File: src/rtl/spi_arb_pkg.sv
// Shared state encoding and helpers for the SPI transaction arbiter.
// Included by spi_txn_arbiter and spi_rr_arbiter.
package spi_arb_pkg;

  localparam int DATA_W = 8;
  localparam int ST_W   = 4;

  typedef logic [ST_W-1:0] state_t;

  localparam state_t ST_IDLE     = 4'd0;
  localparam state_t ST_LOAD     = 4'd1;
  localparam state_t ST_WR_WAIT  = 4'd2;
  localparam state_t ST_WR_ISSUE = 4'd3;
  localparam state_t ST_WR_REL   = 4'd4;
  localparam state_t ST_RD_ISSUE = 4'd5;
  localparam state_t ST_RD_REL   = 4'd6;
  localparam state_t ST_STOP     = 4'd7;
  localparam state_t ST_STOP_REL = 4'd8;
  localparam state_t ST_DONE     = 4'd9;

  // States in which the serializer, not the requester, owns progress.
  function automatic logic is_watched(input state_t st);
    case (st)
      ST_WR_ISSUE, ST_WR_REL, ST_RD_ISSUE,
      ST_RD_REL, ST_STOP, ST_STOP_REL: is_watched = 1'b1;
      default:                         is_watched = 1'b0;
    endcase
  endfunction

endpackage

File: src/rtl/spi_rr_arbiter.sv
// Round-robin arbiter: combinational winner search starting at the pointer;
// pointer moves to one past the winner when update_i is asserted.
module spi_rr_arbiter
  import spi_arb_pkg::*;
#(
  parameter int N     = 2,
  parameter int IDX_W = 1
) (
  input  logic             clk,
  input  logic             rst_n,
  input  logic [N-1:0]     req_i,
  input  logic             update_i,
  output logic             gnt_valid_o,
  output logic [IDX_W-1:0] gnt_idx_o
);

  logic [IDX_W-1:0] ptr_q, ptr_d;
  logic [IDX_W-1:0] idx_s, cand_idx_s;
  logic             found_s, hit_s;
  int               cand_s;

  // Winner search: first requester at or after the pointer, wrapping.
  always_comb begin
    found_s    = 1'b0;
    idx_s      = '0;
    cand_s     = 0;
    cand_idx_s = '0;
    hit_s      = 1'b0;
    for (int k = 0; k < N; k++) begin
      cand_s     = int'(ptr_q) + k;
      cand_s     = (cand_s >= N) ? cand_s - N : cand_s;
      cand_idx_s = cand_s[IDX_W-1:0];
      hit_s      = req_i[cand_idx_s] & ~found_s;
      idx_s      = hit_s ? cand_idx_s : idx_s;
      found_s    = found_s | hit_s;
    end
  end

  // Pointer advance.
  always_comb begin
    if (update_i && found_s) begin
      ptr_d = (idx_s == IDX_W'(N-1)) ? '0 : idx_s + IDX_W'(1);
    end else begin
      ptr_d = ptr_q;
    end
  end

  // Pointer register.
  always_ff @(posedge clk or negedge rst_n) begin
    if (!rst_n) ptr_q <= '0;
    else        ptr_q <= ptr_d;
  end

  assign gnt_valid_o = found_s;
  assign gnt_idx_o   = idx_s;

endmodule

File: src/rtl/spi_txn_arbiter.sv
// Shares one SPI serializer between NUM_REQ requesters, one locked transaction at a time.
// Optional watchdog enabled by defining SPI_ARB_TIMEOUT_EN.
module spi_txn_arbiter
  import spi_arb_pkg::*;
#(
  parameter int NUM_REQ   = 2,
  parameter int LEN_W     = 8,
  parameter int TIMEOUT_W = 16
) (
  input  logic                     Bus_CLK_i,
  input  logic                     RSTn_i,
  input  logic [NUM_REQ-1:0]       req_valid_i,
  output logic [NUM_REQ-1:0]       req_ready_o,
  input  logic [8*NUM_REQ-1:0]     req_cs_i,
  input  logic [LEN_W*NUM_REQ-1:0] req_wr_len_i,
  input  logic [LEN_W*NUM_REQ-1:0] req_rd_len_i,
  input  logic [8*NUM_REQ-1:0]     wr_data_i,
  input  logic [NUM_REQ-1:0]       wr_data_valid_i,
  output logic [NUM_REQ-1:0]       wr_data_ready_o,
  output logic [7:0]               rd_data_o,
  output logic [NUM_REQ-1:0]       rd_data_valid_o,
  output logic [NUM_REQ-1:0]       done_o,
  output logic [NUM_REQ-1:0]       err_o,
  output logic                     start_o,
  output logic                     stop_o,
  output logic                     write_o,
  output logic                     read_o,
  output logic [7:0]               SPI_Write_Data_o,
  output logic [7:0]               SPI_CS_Reg_o,
  input  logic                     IRQ_write_i,
  input  logic                     IRQ_read_i,
  input  logic                     trnfer_cmplte_i,
  input  logic [7:0]               SPI_Read_Data_i
);

  localparam int IDX_W = (NUM_REQ > 1) ? $clog2(NUM_REQ) : 1;

  state_t               state_q, state_d;
  logic [IDX_W-1:0]     gnt_q, gnt_d;
  logic [7:0]           cs_q, cs_d;
  logic [LEN_W-1:0]     wr_cnt_q, wr_cnt_d, rd_cnt_q, rd_cnt_d;
  logic [DATA_W-1:0]    wdata_q, wdata_d, rdata_q, rdata_d;
  logic                 rd_lat_q, rd_lat_d;
  logic                 err_flag_q, err_flag_d;

  logic [NUM_REQ-1:0]   req_ready_q, req_ready_d, wr_ready_q, wr_ready_d;
  logic [NUM_REQ-1:0]   rd_valid_q, rd_valid_d, done_q, done_d, err_q, err_d;
  logic                 start_q, start_d, stop_q, stop_d, write_q, write_d, read_q, read_d;
  logic [7:0]           cs_out_q, cs_out_d;

  logic                 grant_s, wr_take_s, rd_take_s, timeout_s, gnt_any_s;
  logic [IDX_W-1:0]     gnt_idx_s;
  logic [NUM_REQ-1:0]   arb_req_s, gnt_oh_s;

  assign arb_req_s = (state_q == ST_IDLE) ? req_valid_i : '0;

  spi_rr_arbiter #(.N(NUM_REQ), .IDX_W(IDX_W)) u_rr (
    .clk         (Bus_CLK_i),
    .rst_n       (RSTn_i),
    .req_i       (arb_req_s),
    .update_i    (grant_s),
    .gnt_valid_o (gnt_any_s),
    .gnt_idx_o   (gnt_idx_s)
  );

`ifdef SPI_ARB_TIMEOUT_EN
  logic [TIMEOUT_W-1:0] wd_cnt_q, wd_cnt_d;

  // Watchdog: restarts on every state change, counts only in serializer-owned states.
  always_comb begin
    if (state_d != state_q) begin
      wd_cnt_d = '0;
    end else if (is_watched(state_q)) begin
      wd_cnt_d = wd_cnt_q + TIMEOUT_W'(1);
    end else begin
      wd_cnt_d = '0;
    end
  end

  // Watchdog register.
  always_ff @(posedge Bus_CLK_i or negedge RSTn_i) begin
    if (!RSTn_i) wd_cnt_q <= '0;
    else         wd_cnt_q <= wd_cnt_d;
  end

  assign timeout_s = is_watched(state_q) && (wd_cnt_q == '1);
`else
  assign timeout_s = 1'b0;
`endif

  // Next-state and transaction datapath.
  always_comb begin
    state_d    = state_q;
    gnt_d      = gnt_q;
    cs_d       = cs_q;
    wr_cnt_d   = wr_cnt_q;
    rd_cnt_d   = rd_cnt_q;
    wdata_d    = wdata_q;
    rdata_d    = rdata_q;
    rd_lat_d   = rd_lat_q;
    err_flag_d = err_flag_q;
    grant_s    = 1'b0;
    wr_take_s  = 1'b0;
    rd_take_s  = 1'b0;
    case (state_q)
      ST_IDLE: begin
        if (gnt_any_s) begin
          grant_s    = 1'b1;
          gnt_d      = gnt_idx_s;
          cs_d       = req_cs_i[int'(gnt_idx_s)*8 +: 8];
          wr_cnt_d   = req_wr_len_i[int'(gnt_idx_s)*LEN_W +: LEN_W];
          rd_cnt_d   = req_rd_len_i[int'(gnt_idx_s)*LEN_W +: LEN_W];
          err_flag_d = 1'b0;
          state_d    = ST_LOAD;
        end else begin
          state_d = ST_IDLE;
        end
      end
      ST_LOAD: begin
        if (wr_cnt_q != '0)      state_d = ST_WR_WAIT;
        else if (rd_cnt_q != '0) state_d = ST_RD_ISSUE;
        else                     state_d = ST_DONE;
      end
      ST_WR_WAIT: begin
        if (wr_data_valid_i[gnt_q]) begin
          wr_take_s = 1'b1;
          wdata_d   = wr_data_i[int'(gnt_q)*8 +: 8];
          state_d   = ST_WR_ISSUE;
        end else begin
          state_d = ST_WR_WAIT;
        end
      end
      ST_WR_ISSUE: begin
        if (timeout_s) begin
          err_flag_d = 1'b1;
          state_d    = ST_STOP;
        end else if (IRQ_write_i) begin
          state_d = ST_WR_REL;
        end else begin
          state_d = ST_WR_ISSUE;
        end
      end
      ST_WR_REL: begin
        if (timeout_s) begin
          err_flag_d = 1'b1;
          state_d    = ST_STOP;
        end else if (!IRQ_write_i) begin
          wr_cnt_d = wr_cnt_q - LEN_W'(1);
          if (wr_cnt_q != LEN_W'(1)) state_d = ST_WR_WAIT;
          else if (rd_cnt_q != '0)   state_d = ST_RD_ISSUE;
          else                       state_d = ST_STOP;
        end else begin
          state_d = ST_WR_REL;
        end
      end
      ST_RD_ISSUE: begin
        if (timeout_s) begin
          err_flag_d = 1'b1;
          state_d    = ST_STOP;
        end else if (IRQ_read_i) begin
          state_d = ST_RD_REL;
        end else begin
          state_d = ST_RD_ISSUE;
        end
      end
      ST_RD_REL: begin
        // The serializer's read latch settles one cycle after IRQ_read_i falls.
        if (timeout_s) begin
          err_flag_d = 1'b1;
          rd_lat_d   = 1'b0;
          state_d    = ST_STOP;
        end else if (rd_lat_q) begin
          rd_take_s = 1'b1;
          rdata_d   = SPI_Read_Data_i;
          rd_lat_d  = 1'b0;
          rd_cnt_d  = rd_cnt_q - LEN_W'(1);
          state_d   = (rd_cnt_q == LEN_W'(1)) ? ST_STOP : ST_RD_ISSUE;
        end else if (!IRQ_read_i) begin
          rd_lat_d = 1'b1;
        end else begin
          state_d = ST_RD_REL;
        end
      end
      ST_STOP: begin
        if (timeout_s) begin
          err_flag_d = 1'b1;
          state_d    = ST_DONE;
        end else if (trnfer_cmplte_i) begin
          state_d = ST_STOP_REL;
        end else begin
          state_d = ST_STOP;
        end
      end
      ST_STOP_REL: begin
        if (timeout_s) begin
          err_flag_d = 1'b1;
          state_d    = ST_DONE;
        end else if (!trnfer_cmplte_i) begin
          state_d = ST_DONE;
        end else begin
          state_d = ST_STOP_REL;
        end
      end
      ST_DONE: state_d = ST_IDLE;
      default: state_d = ST_IDLE;
    endcase
  end

  // One-hot of the owning requester.
  always_comb begin
    gnt_oh_s = '0;
    for (int i = 0; i < NUM_REQ; i++) begin
      gnt_oh_s[i] = (gnt_d == IDX_W'(i));
    end
  end

  // Output decode from the upcoming state so every output comes straight from a flop.
  always_comb begin
    req_ready_d = grant_s   ? gnt_oh_s : '0;
    wr_ready_d  = wr_take_s ? gnt_oh_s : '0;
    rd_valid_d  = rd_take_s ? gnt_oh_s : '0;
    done_d      = (state_d == ST_DONE) ? gnt_oh_s : '0;
    err_d       = ((state_d == ST_DONE) && err_flag_d) ? gnt_oh_s : '0;
    start_d     = (state_d == ST_WR_ISSUE) || (state_d == ST_RD_ISSUE);
    write_d     = (state_d == ST_WR_ISSUE);
    read_d      = (state_d == ST_RD_ISSUE);
    stop_d      = (state_d == ST_STOP);
    cs_out_d    = (state_d == ST_IDLE) ? 8'h00 : cs_d;
  end

  // State and datapath registers.
  always_ff @(posedge Bus_CLK_i or negedge RSTn_i) begin
    if (!RSTn_i) begin
      state_q    <= ST_IDLE;
      gnt_q      <= '0;
      cs_q       <= 8'h00;
      wr_cnt_q   <= '0;
      rd_cnt_q   <= '0;
      wdata_q    <= '0;
      rdata_q    <= '0;
      rd_lat_q   <= 1'b0;
      err_flag_q <= 1'b0;
    end else begin
      state_q    <= state_d;
      gnt_q      <= gnt_d;
      cs_q       <= cs_d;
      wr_cnt_q   <= wr_cnt_d;
      rd_cnt_q   <= rd_cnt_d;
      wdata_q    <= wdata_d;
      rdata_q    <= rdata_d;
      rd_lat_q   <= rd_lat_d;
      err_flag_q <= err_flag_d;
    end
  end

  // Output registers.
  always_ff @(posedge Bus_CLK_i or negedge RSTn_i) begin
    if (!RSTn_i) begin
      req_ready_q <= '0;
      wr_ready_q  <= '0;
      rd_valid_q  <= '0;
      done_q      <= '0;
      err_q       <= '0;
      start_q     <= 1'b0;
      stop_q      <= 1'b0;
      write_q     <= 1'b0;
      read_q      <= 1'b0;
      cs_out_q    <= 8'h00;
    end else begin
      req_ready_q <= req_ready_d;
      wr_ready_q  <= wr_ready_d;
      rd_valid_q  <= rd_valid_d;
      done_q      <= done_d;
      err_q       <= err_d;
      start_q     <= start_d;
      stop_q      <= stop_d;
      write_q     <= write_d;
      read_q      <= read_d;
      cs_out_q    <= cs_out_d;
    end
  end

  assign req_ready_o      = req_ready_q;
  assign wr_data_ready_o  = wr_ready_q;
  assign rd_data_valid_o  = rd_valid_q;
  assign rd_data_o        = rdata_q;
  assign done_o           = done_q;
  assign err_o            = err_q;
  assign start_o          = start_q;
  assign stop_o           = stop_q;
  assign write_o          = write_q;
  assign read_o           = read_q;
  assign SPI_Write_Data_o = wdata_q;
  assign SPI_CS_Reg_o     = cs_out_q;

endmodule

File: config.mk
export PLATFORM = sky130hd
export DESIGN_NAME = spi_txn_arbiter
export DESIGN_NICKNAME = d
export VERILOG_FILES = /design/src/rtl/spi_arb_pkg.sv /design/src/rtl/spi_rr_arbiter.sv /design/src/rtl/spi_txn_arbiter.sv
export SDC_FILE = /design/constraint.sdc
export NUM_CORES = 1
export LEC_CHECK = 0
export BUFFER_PORTS_ARGS = -buffer_cell sky130_fd_sc_hd__clkbuf_2
export CAP_MARGIN = 20
export CORE_ASPECT_RATIO = 0.7
export CORE_MARGIN = 3
export CORE_UTILIZATION = 52
export CTS_BUF_LIST = sky130_fd_sc_hd__clkbuf_8
export DETAILED_ROUTE_END_ITERATION = 8
export GPL_ROUTABILITY_DRIVEN = 0
export PLACE_DENSITY = 0.82
export SYNTH_ARGS = -nofsm -noshare
export SYNTH_HDL_FRONTEND = slang
export SYNTH_HIERARCHICAL = 1
export SYNTH_SLANG_ARGS = --single-unit
File: constraint.sdc
create_clock -name Bus_CLK_i -period 3.4 [get_ports Bus_CLK_i]
set_input_delay 0.68 -clock Bus_CLK_i [delete_from_list [all_inputs] [get_ports Bus_CLK_i]]
set_output_delay 0.68 -clock Bus_CLK_i [all_outputs]
set_load 0.01 [all_outputs]
==> summary.txt, run 1 <==
Pwr
  • Sequential share of power: 0.368
  • Leakage: 2.146 nW
  • Switching power: 1.629 mW
  • Sw Share: 0.4022
  • Logic pwr share: 0.442
  • Clock network power share: 0.190
  • Cell area power density: 893.6 mW/mm^2
  • Power Internal: 2.422 mW
  • Peak supply drop: 0.4739 mV

Final layout
  • Area growth syn-to-layout: 25.80%
  • Filler cells: 509
  • Final #Nets: 568
  • Share of cells above drive strength 1: 0.3498
  • Finished Layout Cells: 577
  • Fin util: 0.7021
  • Inserted Diodes: 0

Setup path
  • CP Data Arrival Time: 2970 ps
  • CP Buf/Inv Count: 1
  • CP cell instances: nor2_1, and3_1, or2_1, nand2b_1, nor4_2, buf_4, nor2_1, nor3_1, a21oi_1, o31ai_1
  • FF-to-FF End: wr_cnt_q[0]
  • CP max stage cell: nor2_1
  • R2R depth: 10
  • Worst path most repeated cell: nor2_1
  • Crit. Startpoint: state_q[2]
  • Crit. End Element: register
  • Critical path's largest stage delay: 720 ps
  • Worst R2R Setup Slack: 620 ps
  • Startpoint Class: register
  • Crit-path leading delay family: simple AND/OR/NAND/NOR gates
  • WP data required: 3600 ps
  • CP Class: register to register
  • Worst Path Max Fanout: 17
  • Worst reg2reg startpoint: state_q[2]

STA
  • Final Hold Fails: 0
  • Slew @ Worst Pin: 929.5 ps
  • Final Max Tran Viols: 0
  • Min Clock Period, post-route: 2775 ps
  • Final worst path period share: 0.8162
  • Final setup viols: 0
  • Hold slack: 494.7 ps
  • RSZ-0062 raised after global routing: no
  • Slew margin rel.: 0.3780
  • Max Clk Rate: 360.3 MHz
  • Worst Clk Skew: 6.099 ps
  • Setup TNS: 0 ps

Detailed routing
  • Via/cell ratio: 5.407
  • Initial DRC Count: 159
  • Final WL: 8.346 mm
  • DRT Pass-1 Iters: 5
  • Final ANT Viol Nets: 0
  • Wire per inst: 14.46 um
  • Via count: 3120
  • Drt drc: 0

Hold path
  • Hold path cells: 1
  • Worst Hold Class: register to register

Clock network
  • CTS clk-pin slew, worst paths: 70 ps
  • CTS H-tree lvls: 3
  • Post-CTS Setup Bufs: 0
  • Worst-Skew Late Latency: 340 ps
  • CTS tree: done
  • Root buffer cell: clkbuf_8
  • Post-cts sizing count: 0
  • CTS Buf Count: 9
  • Max clock buf depth: 2
  • Post-cts hold buffer count: 0
  • Clock Sinks: 70

Placed design
  • Cells after DPL: 561
  • # port buffers: 118
  • Detailed Place HPWL: 6.145 mm

GRT
  • Largest net degree at the start of global routing: 71
  • Vias in the first global route: 2920
  • GRT Util Overall: 0.2133
  • Antenna violations before repair: 0
  • First-pass GRT wire length: 13.57 mm
  • Grt total ovfl: 0

Yosys
  • Synth top area share: 0.4861
  • Mapped Area: 0.003603 sq mm
  • Async set-reset flop share out of synthesis: 1.000
  • Synth area leaders: dfrtp_1 (49%), mux2i_1 (8.1%), nor2_1 (6.1%)
  • Largest area contributor in the netlist: dfrtp_1
  • Count leader, synth: dfrtp_1
  • Main flop type after synthesis: dfrtp_1
  • Sequential fraction of the synthesis area: 0.4861
  • Ys Warns: 6
  • Unique masters post-synth: 50
  • Avg Synthesized Cell Area: 9.872 sq um
  • #FFs+latches synth: 70
  • Cells after Synth: 365
  • Post-synth net total: 452
  • Post-synth top cells: dfrtp_1 (70), nor2_1 (59), a21oi_1 (29), mux2i_1 (29), o21ai_0 (23)
  • Post-synth EDFFs: 0

Die
  • Die Width: 105.5 um
  • FP Rows: 24
  • Core ar.: 0.006456 sq mm
  • Die Area: 0.007980 sq mm
  • Ports: 119
  • Initial core utilization: 0.5581
  • Die H: 75.65 um

Run
  • Maximum capacitance violations: 0

Status
  • Status: finished clean
==> final cells by class <==
cell class | instances | area, sq um | share of cell area
clock buffers | 11 | 151.4 | 0.03340
clock inverters | 5 | 81.33 | 0.01794
well taps | 91 | 113.9 | 0.02512
flip-flops and latches | 70 | 1752 | 0.3864
repair buffers | 126 | 663.1 | 0.1463
inverters | 10 | 37.54 | 0.008280
multi-input cells | 264 | 1734 | 0.3826
==> power groups by stage <==
stage               sequential [mW]  combinational, mW  clock, mW
CTS                            1.48               1.81      0.790
global placement               1.48               1.72          0
floorplan                      1.46               1.29          0
detailed placement             1.50               1.79          0
global route                   1.54               2.01      0.823
finish                         1.49               1.79      0.770
==> metrics by stage <==
step / area (sq um) / power (mW) / setup slack (ps)
global route: 4533 / 4.368 / 344.4
finish: 4533 / 4.051 / 624.8
CTS: 4533 / 4.079 / 636.5
detailed placement: 4300 / 3.290 / 647.0
floorplan: 3603 / 2.754 / 949.6
global placement: 4300 / 3.196 / 751.3
==> logic make-up after synthesis <==
logic type / share of synthesized area
AND/OR/NAND/NOR: 0.1785
AO/OA/AOI/OAI: 0.1597
flip-flops: 0.4861
multiplexers: 0.1149
buffers and inverters: 0.03749
adder cells (fa/ha/maj): 0.02083
XOR/XNOR: 0.002431
==> layout by cell type (no fill, tap or decap), drive strengths merged, types with 2 or more instances in the layout <==
master / Yosys / routed
nand2b: 4 / 4
mux2i: 29 / 29
and3: 3 / 3
o31ai: 3 / 3
and2: 4 / 4
o21ai: 23 / 23
a211oi: 9 / 9
buf: 7 / 9
or2: 3 / 3
nand2: 15 / 15
mux2: 11 / 11
nor2b: 6 / 6
nor4: 8 / 8
nand3: 11 / 11
a22oi: 2 / 2
a21o: 2 / 2
bufinv: 0 / 2
clkinv: 0 / 2
a31oi: 5 / 5
a21oi: 29 / 29
inv: 10 / 10
ha: 6 / 6
o22a: 7 / 7
nor3: 8 / 8
clkbuf: 14 / 128
dfrtp: 70 / 70
nor2: 60 / 60
==> worst max-delay path by stage <==
stage / end / slack, ps / cells past startpoint
6_report: wr_cnt_q[0] / 620 / 10
5_1_grt: wr_cnt_q[0] / 340 / 10
2_1_floorplan: SPI_CS_Reg_o[5] / 950 / 9
4_1_cts: wr_cnt_q[0] / 640 / 10
3_5_place_dp: wr_cnt_q[0] / 650 / 10
3_3_place_gp: wr_cnt_q[0] / 750 / 10
==> metal layers <==
metal  GRT usage  wire length [um]
met4     0.07471               114
met5           0                 0
met3     0.06097               605
met1      0.2857              3901
met2      0.3404              3725
==> flip-flops by register name, indices dropped and copies added (netlist names), 2 cells and up, named ones only <==
name and cells:
SPI_Write_Data_o 8, wr_data_ready_o 2, SPI_CS_Reg_o 8, cs_q 8, req_ready_o 2, state_q 4, err_o 2, rd_data_o 8
rd_data_valid_o 2, rd_cnt_q 8, done_o 2, wr_cnt_q 8
(Power assumes the default switching activity.)
==> inputs of run 2 (changes only) <==
--- a/config.mk
+++ b/config.mk
@@ -9,11 +9,11 @@
 export CAP_MARGIN = 20
 export CORE_ASPECT_RATIO = 0.7
 export CORE_MARGIN = 3
-export CORE_UTILIZATION = 52
+export CORE_UTILIZATION = 47
 export CTS_BUF_LIST = sky130_fd_sc_hd__clkbuf_8
 export DETAILED_ROUTE_END_ITERATION = 8
 export GPL_ROUTABILITY_DRIVEN = 0
-export PLACE_DENSITY = 0.82
+export PLACE_DENSITY = 0.78
 export SYNTH_ARGS = -nofsm -noshare
 export SYNTH_HDL_FRONTEND = slang
 export SYNTH_HIERARCHICAL = 1
==> constraint.sdc (replaced) <==
create_clock -name Bus_CLK_i -period 2.3 [get_ports Bus_CLK_i]
set_input_delay 0.46 -clock Bus_CLK_i [delete_from_list [all_inputs] [get_ports Bus_CLK_i]]
set_output_delay 0.46 -clock Bus_CLK_i [all_outputs]
set_load 0.01 [all_outputs]
==> summary.txt, run 2 (synthesis gave the netlist of run 1 again) <==
Status
  • Status: finished clean (unchanged)

STA
  • Final Hold Fails: 0 (unchanged)
  • Slew @ Worst Pin: 623.0 ps (was 929.5 ps)
  • Setup TNS: 0 ps (unchanged)
  • Final Max Tran Viols: 0 (unchanged)
  • Min Clock Period, post-route: 2219 ps (was 2775 ps)
  • Worst Slack Setup Final: 81.48 ps (was 624.8 ps)
  • RSZ-0062 raised after global routing: no (unchanged)
  • Slew margin rel.: 0.5739 (was 0.3780)
  • Worst Clk Skew: 10.19 ps (was 6.099 ps)
  • Max Clk Rate: 450.8 MHz (was 360.3 MHz)
  • Final setup viols: 0 (unchanged)
  • Final worst path period share: 0.9646 (was 0.8162)

Setup path
  • R2R depth: 7 (was 10)
  • FF-to-FF End: SPI_CS_Reg_o[4] (was wr_cnt_q[0])
  • Startpoint Class: register (unchanged)
  • Worst reg2reg startpoint: state_q[2] (unchanged)
  • Crit. End Element: register (unchanged)
  • Worst R2R Setup Slack: 80 ps (was 620 ps)
  • CP Data Arrival Time: 2480 ps (was 2970 ps)
  • WP data required: 2560 ps (was 3600 ps)
  • CP Class: register to register (unchanged)
  • Worst Path Max Fanout: 15 (was 17)

Clock network
  • Max clock buf depth: 2 (unchanged)
  • Clock Sinks: 70 (unchanged)
  • Root buffer cell: clkbuf_8 (unchanged)
  • CTS H-tree lvls: 3 (unchanged)
  • CTS Buf Count: 9 (unchanged)
  • CTS tree: done (unchanged)
  • Worst-Skew Late Latency: 350 ps (was 340 ps)
  • CTS clk-pin slew, worst paths: 80 ps (was 70 ps)

GRT
  • First-pass GRT wire length: 14.41 mm (was 13.57 mm)
  • Top Usage Layer GRT: met2 (unchanged)
  • Vias in the first global route: 3066 (was 2920)
  • Met1 Use GR: 0.2631 (was 0.2857)
  • Largest net degree at the start of global routing: 71 (unchanged)
  • Grt met3 use: 0.07464 (was 0.06097)
  • Met2 usage: 0.3214 (was 0.3404)
  • Grt total ovfl: 0 (unchanged)
  • GRT Util Overall: 0.2045 (was 0.2133)
  • Antenna violations before repair: 0 (unchanged)

Final layout
  • Most common cell after layout, fill and taps aside: clkbuf_2 (unchanged)
  • Filler cells: 614 (was 509)
  • Area growth syn-to-layout: 29.44% (was 25.80%)
  • Multi-input gate area: 0.001748 sq mm (was 0.001734 sq mm)
  • Most frequent cells in the layout: clkbuf_2 (117), dfrtp_1 (70), nor2_1 (59) (unchanged)
  • Share of cells above drive strength 1: 0.3700 (was 0.3498)
  • Inserted Diodes: 0 (unchanged)
  • Register Area: 0.001752 sq mm (unchanged)
  • Final #Nets: 582 (was 568)

Die
  • Die Area: 0.008771 sq mm (was 0.007980 sq mm)
  • Die H: 79.26 um (was 75.65 um)
  • Die Width: 110.7 um (was 105.5 um)
  • Initial core utilization: 0.4880 (was 0.5581)
  • Ports: 119 (unchanged)
  • Core ar.: 0.007385 sq mm (was 0.006456 sq mm)
  • FP Rows: 26 (was 24)

Detailed routing
  • Drt drc: 0 (unchanged)
  • Via count: 3228 (was 3120)
  • DRT Pass-1 Iters: 5 (unchanged)
  • Final WL: 8.688 mm (was 8.346 mm)
  • Final ANT Viol Nets: 0 (unchanged)
  • Wire per inst: 14.53 um (was 14.46 um)
  • Via/cell ratio: 5.398 (was 5.407)
  • Initial DRC Count: 179 (was 159)

Placed design
  • # port buffers: 118 (unchanged)
  • Detailed Place HPWL: 6.504 mm (was 6.145 mm)
  • Place WS: 22.76 ps (was 647.0 ps)

Pwr
  • Leakage: 2.223 nW (was 2.146 nW)
  • Peak supply drop: 0.7909 mV (was 0.4739 mV)
  • Cell area power density: 1327 mW/mm^2 (was 893.6 mW/mm^2)
  • Total power: 6.188 mW (was 4.051 mW)

Hold path
  • Worst Hold Class: input pin to async pin (was register to register)

Run
  • Maximum capacitance violations: 0 (unchanged)
run 2: metal layers:
metal  share of wire  routed length, um
met5               0                  0
met4           0.019                163
met3           0.090                778
met2            0.45               3942
met1            0.44               3802
run 2: worst max-delay path: stages, from the launching register on:
cell and delay [ps]:
dfrtp_1 380, buf_4 220, nor2b_1 90, a2111oi_0 590, nor2_1 130, o2111a_2 190, and4b_2 350, a211oi_2 170
run 2: final cells by class:
class | count | area share
inverters | 10 | 0.008047
repair buffers | 140 | 0.1655
clock inverters | 5 | 0.01744
clock buffers | 11 | 0.03246
flip-flops and latches | 70 | 0.3755
multi-input cells | 264 | 0.3747
well taps | 98 | 0.02629
run 2: metrics by stage:
stage	utilization	std cells	cell area, sq um	hold slack, ps
6_report	0.6317	598	4664	107.9
2_1_floorplan	-	365	3610	164.4
3_5_place_dp	0.5983	582	4418	474.8
4_1_cts	0.6298	598	4651	128.2
3_3_place_gp	0.5983	582	4418	474.7
5_1_grt	0.6317	598	4664	139.7
run 2: where the power goes:
part / switching, mW / internal (mW) / leakage [nW]
clock network: 0.466 / 0.672 / 0.121
registers: 0.326 / 1.76 / 0.856
logic: 1.68 / 1.29 / 1.25
total: 2.47 / 3.72 / 2.22
run 2: repair_timing:
| action | CTS | global route |
|---|---|---|
| setup buffers | 0 | 0 |
| resized for setup | 0 | 3 |
| hold buffers | 0 | 0 |
| endpoints found under the setup margin | 0 | 8 |
run 2: worst max path at each step:
stage                               from               to  slack, ps  cells after the start
after floorplan               state_q[2]  SPI_CS_Reg_o[5]         -5                      9
after global placement    req_valid_i[1]  SPI_CS_Reg_o[7]        130                      9
after detailed placement     IRQ_write_i  SPI_CS_Reg_o[0]         20                      7
after CTS                     state_q[2]  SPI_CS_Reg_o[4]         70                      7
after global routing         wr_cnt_q[6]  SPI_CS_Reg_o[7]         30                      6
final                         state_q[2]  SPI_CS_Reg_o[4]         80                      7
==> inputs of run 3 (changes only) <==
--- a/config.mk
+++ b/config.mk
@@ -7,14 +7,15 @@
 export LEC_CHECK = 0
 export BUFFER_PORTS_ARGS = -buffer_cell sky130_fd_sc_hd__clkbuf_2
 export CAP_MARGIN = 20
+export CELL_PAD_IN_SITES_DETAIL_PLACEMENT = 1
+export CELL_PAD_IN_SITES_GLOBAL_PLACEMENT = 2
 export CORE_ASPECT_RATIO = 0.7
 export CORE_MARGIN = 3
-export CORE_UTILIZATION = 47
+export CORE_UTILIZATION = 31
 export CTS_BUF_LIST = sky130_fd_sc_hd__clkbuf_8
 export DETAILED_ROUTE_END_ITERATION = 8
 export GPL_ROUTABILITY_DRIVEN = 0
-export PLACE_DENSITY = 0.78
+export PLACE_DENSITY_LB_ADDON = 0.1
 export SYNTH_ARGS = -nofsm -noshare
 export SYNTH_HDL_FRONTEND = slang
-export SYNTH_HIERARCHICAL = 1
 export SYNTH_SLANG_ARGS = --single-unit
==> constraint.sdc (replaced) <==
create_clock -name Bus_CLK_i -period 2.19 [get_ports Bus_CLK_i]
set_input_delay 0.438 -clock Bus_CLK_i [delete_from_list [all_inputs] [get_ports Bus_CLK_i]]
set_output_delay 0.438 -clock Bus_CLK_i [all_outputs]
set_load 0.01 [all_outputs]
==> summary.txt, run 3 <==
Yosys
  • Synth area leaders: dfrtp_1 (49%), nand2_1 (5.9%), a21oi_1 (4.2%) (was dfrtp_1 (49%), mux2i_1 (8.1%), nor2_1 (6.1%))
  • Main flop type after synthesis: dfrtp_1 (unchanged)
  • Mapped Area: 0.003553 sq mm (was 0.003603 sq mm)
  • Unique masters post-synth: 53 (was 50)
  • Sequential fraction of the synthesis area: 0.4930 (was 0.4861)
  • Post-synth top cells: dfrtp_1 (70), nand2_1 (56), nor2_1 (31) (was dfrtp_1 (70), nor2_1 (59), a21oi_1 (29), mux2i_1 (29), o21ai_0 (23))
  • #FFs+latches synth: 70 (unchanged)
  • Count leader, synth: dfrtp_1 (unchanged)
  • Async set-reset flop share out of synthesis: 1.000 (unchanged)
  • Ys Warns: 0 (was 6)
  • Post-synth EDFFs: 0 (unchanged)
  • Cells after Synth: 367 (was 365)
  • Largest area contributor in the netlist: dfrtp_1 (unchanged)
  • Avg Synthesized Cell Area: 9.682 sq um (was 9.872 sq um)
  • Synth top area share: 0.4930 (was 0.4861)
  • Post-synth net total: 454 (was 452)

Detailed routing
  • Final WL: 10.70 mm (was 8.688 mm)
  • Wire per inst: 16.08 um (was 14.53 um)
  • Final ANT Viol Nets: 0 (unchanged)
  • Drt drc: 0 (unchanged)
  • Via/cell ratio: 4.850 (was 5.398)
  • DRT Pass-1 Iters: 4 (was 5)
  • Initial DRC Count: 99 (was 179)
  • Via count: 3225 (was 3228)

Final layout
  • Most frequent cells in the layout: clkbuf_2 (117), dfrtp_1 (66), nand2_1 (56) (was clkbuf_2 (117), dfrtp_1 (70), nor2_1 (59))
  • Fin util: 0.4290 (was 0.6317)
  • Most common cell after layout, fill and taps aside: clkbuf_2 (unchanged)
  • Area growth syn-to-layout: 33.91% (was 29.44%)
  • Final #Nets: 594 (was 582)
  • Share of cells above drive strength 1: 0.3887 (was 0.3700)
  • Design area: 0.004758 sq mm (was 0.004664 sq mm)
  • Finished Layout Cells: 665 (was 598)
  • Inserted Diodes: 0 (unchanged)

STA
  • Final setup viols: 0 (unchanged)
  • Hold slack: 58.90 ps (was 107.9 ps)
  • Final Max Tran Viols: 0 (unchanged)
  • RSZ-0062 raised after global routing: yes (was no)
  • Final Hold Fails: 0 (unchanged)
  • Worst Slack Setup Final: 64.41 ps (was 81.48 ps)
  • Min Clock Period, post-route: 2126 ps (was 2219 ps)
  • Worst Clk Skew: 8.333 ps (was 10.19 ps)
  • Setup TNS: 0 ps (unchanged)
  • Slew margin rel.: 0.6481 (was 0.5739)
  • Max Clk Rate: 470.5 MHz (was 450.8 MHz)
  • Slew @ Worst Pin: 527.8 ps (was 623.0 ps)
  • Final worst path period share: 0.9706 (was 0.9646)

Placed design
  • Placed Area: 0.004486 sq mm (was 0.004418 sq mm)
  • # port buffers: 118 (unchanged)
  • Cells after DPL: 645 (was 582)
  • Place WS: -30.77 ps (was 22.76 ps)
  • Detailed Place HPWL: 7.944 mm (was 6.504 mm)

Clock network
  • Worst-Skew Late Latency: 350 ps (about the same)
  • CTS clk-pin slew, worst paths: 80 ps (about the same)
  • Post-cts hold buffer count: 0 (unchanged)
  • CTS tree: done (unchanged)
  • CTS H-tree lvls: 3 (unchanged)
  • CTS Buf Count: 9 (unchanged)
  • Clock Sinks: 70 (unchanged)
  • Root buffer cell: clkbuf_8 (unchanged)
  • Max clock buf depth: 2 (unchanged)

Run
  • Maximum capacitance violations: 0 (unchanged)

GRT
  • Antenna violations before repair: 0 (unchanged)
  • Vias in the first global route: 3413 (was 3066)
  • GRT Util Overall: 0.1718 (was 0.2045)
  • First-pass GRT wire length: 17.34 mm (was 14.41 mm)
  • Grt total ovfl: 0 (unchanged)
  • Largest net degree at the start of global routing: 36 (was 71)

Die
  • Die Area: 0.01280 sq mm (was 0.008771 sq mm)
  • FP Rows: 32 (was 26)
  • Ports: 119 (unchanged)
  • Initial core utilization: 0.3204 (was 0.4880)
  • Core ar.: 0.01109 sq mm (was 0.007385 sq mm)
  • Die H: 95.58 um (was 79.26 um)
  • Die Width: 134.0 um (was 110.7 um)

Pwr
  • Total power: 6.917 mW (was 6.188 mW)
  • Leakage: 2.329 nW (was 2.223 nW)
  • Cell area power density: 1454 mW/mm^2 (was 1327 mW/mm^2)
  • Peak supply drop: 0.5182 mV (was 0.7909 mV)

Setup path
  • Startpoint Class: register (unchanged)
  • Crit. End Element: register (unchanged)
  • WP data required: 2440 ps (was 2560 ps)
  • CP Class: register to register (unchanged)
  • Worst Path Max Fanout: 8 (was 15)
  • CP Data Arrival Time: 2370 ps (was 2480 ps)

Status
  • Status: finished clean (unchanged)

Hold path
  • Worst Hold Class: input pin to async pin (unchanged)
[run 3: final cells by class]
class | instances | area, sq um
clock buffer | 9 | 123.9
fill | 1324 | 6332
multi-input combinational | 263 | 1690
sequential | 70 | 1757
inverter | 14 | 52.55
tap | 153 | 191.4
clock inverter | 7 | 78.83
timing repair buffer | 149 | 864.6
[run 3: logic make-up (layout without fill, tap and decap cells)]
group | after synthesis | after routing | synth area share
buffers and inverters | 34 | 179 | 0.04014
AND/OR/NAND/NOR | 152 | 152 | 0.2162
flip-flops | 70 | 70 | 0.4930
XOR/XNOR | 1 | 1 | 0.002465
adder cells (fa/ha/maj) | 6 | 6 | 0.02113
AO/OA/AOI/OAI | 81 | 81 | 0.1595
multiplexers | 23 | 23 | 0.06761
[run 3: worst paths after layout]
check,from,to,slack (ps),cells past startpoint
max in group asynchronous,RSTn_i,state_q[3],1480,2
worst max-delay path,wr_cnt_q[5],SPI_CS_Reg_o[7],60,8
min in group Bus_CLK_i,SPI_Read_Data_i[5],rd_data_o[5],310,2
worst min-delay path,RSTn_i,SPI_Write_Data_o[6],60,1
worst min register to register,rd_data_o[3],rd_data_o[3],510,1
worst max register to register,wr_cnt_q[5],SPI_CS_Reg_o[7],60,8
[run 3: timing repair]
action,4_1_cts,5_1_grt
resized for setup,2,14
setup buffers,0,4
cloned,0,0
setup endpoints to repair,8,14
pin swaps,1,13
[run 3: worst max-delay path, stage by stage, from the launching register on]
cell      delay, ps
dfrtp_2         440
nor4_4          340
and2_4          210
buf_6            90
a311oi_4         80
nor4_4          200
inv_2            60
or3b_4          430
and2_4          180
[run 3: power by group]
part	switching, mW	internal, mW	leakage (nW)	total (mW)
sequential	0.442	1.87	0.848	2.31
clock	0.562	0.538	0.0929	1.10
combinational	1.83	1.67	1.39	3.51
[run 3: routing by layer]
metal  track usage  vias to the layer above  part of all wire
li1              -                     1570                 -
met3       0.04747                        9             0.051
met5             0                        -                 0
met1        0.2424                     1574              0.49
met4       0.04110                        0            0.0094
met2        0.2630                       72              0.45
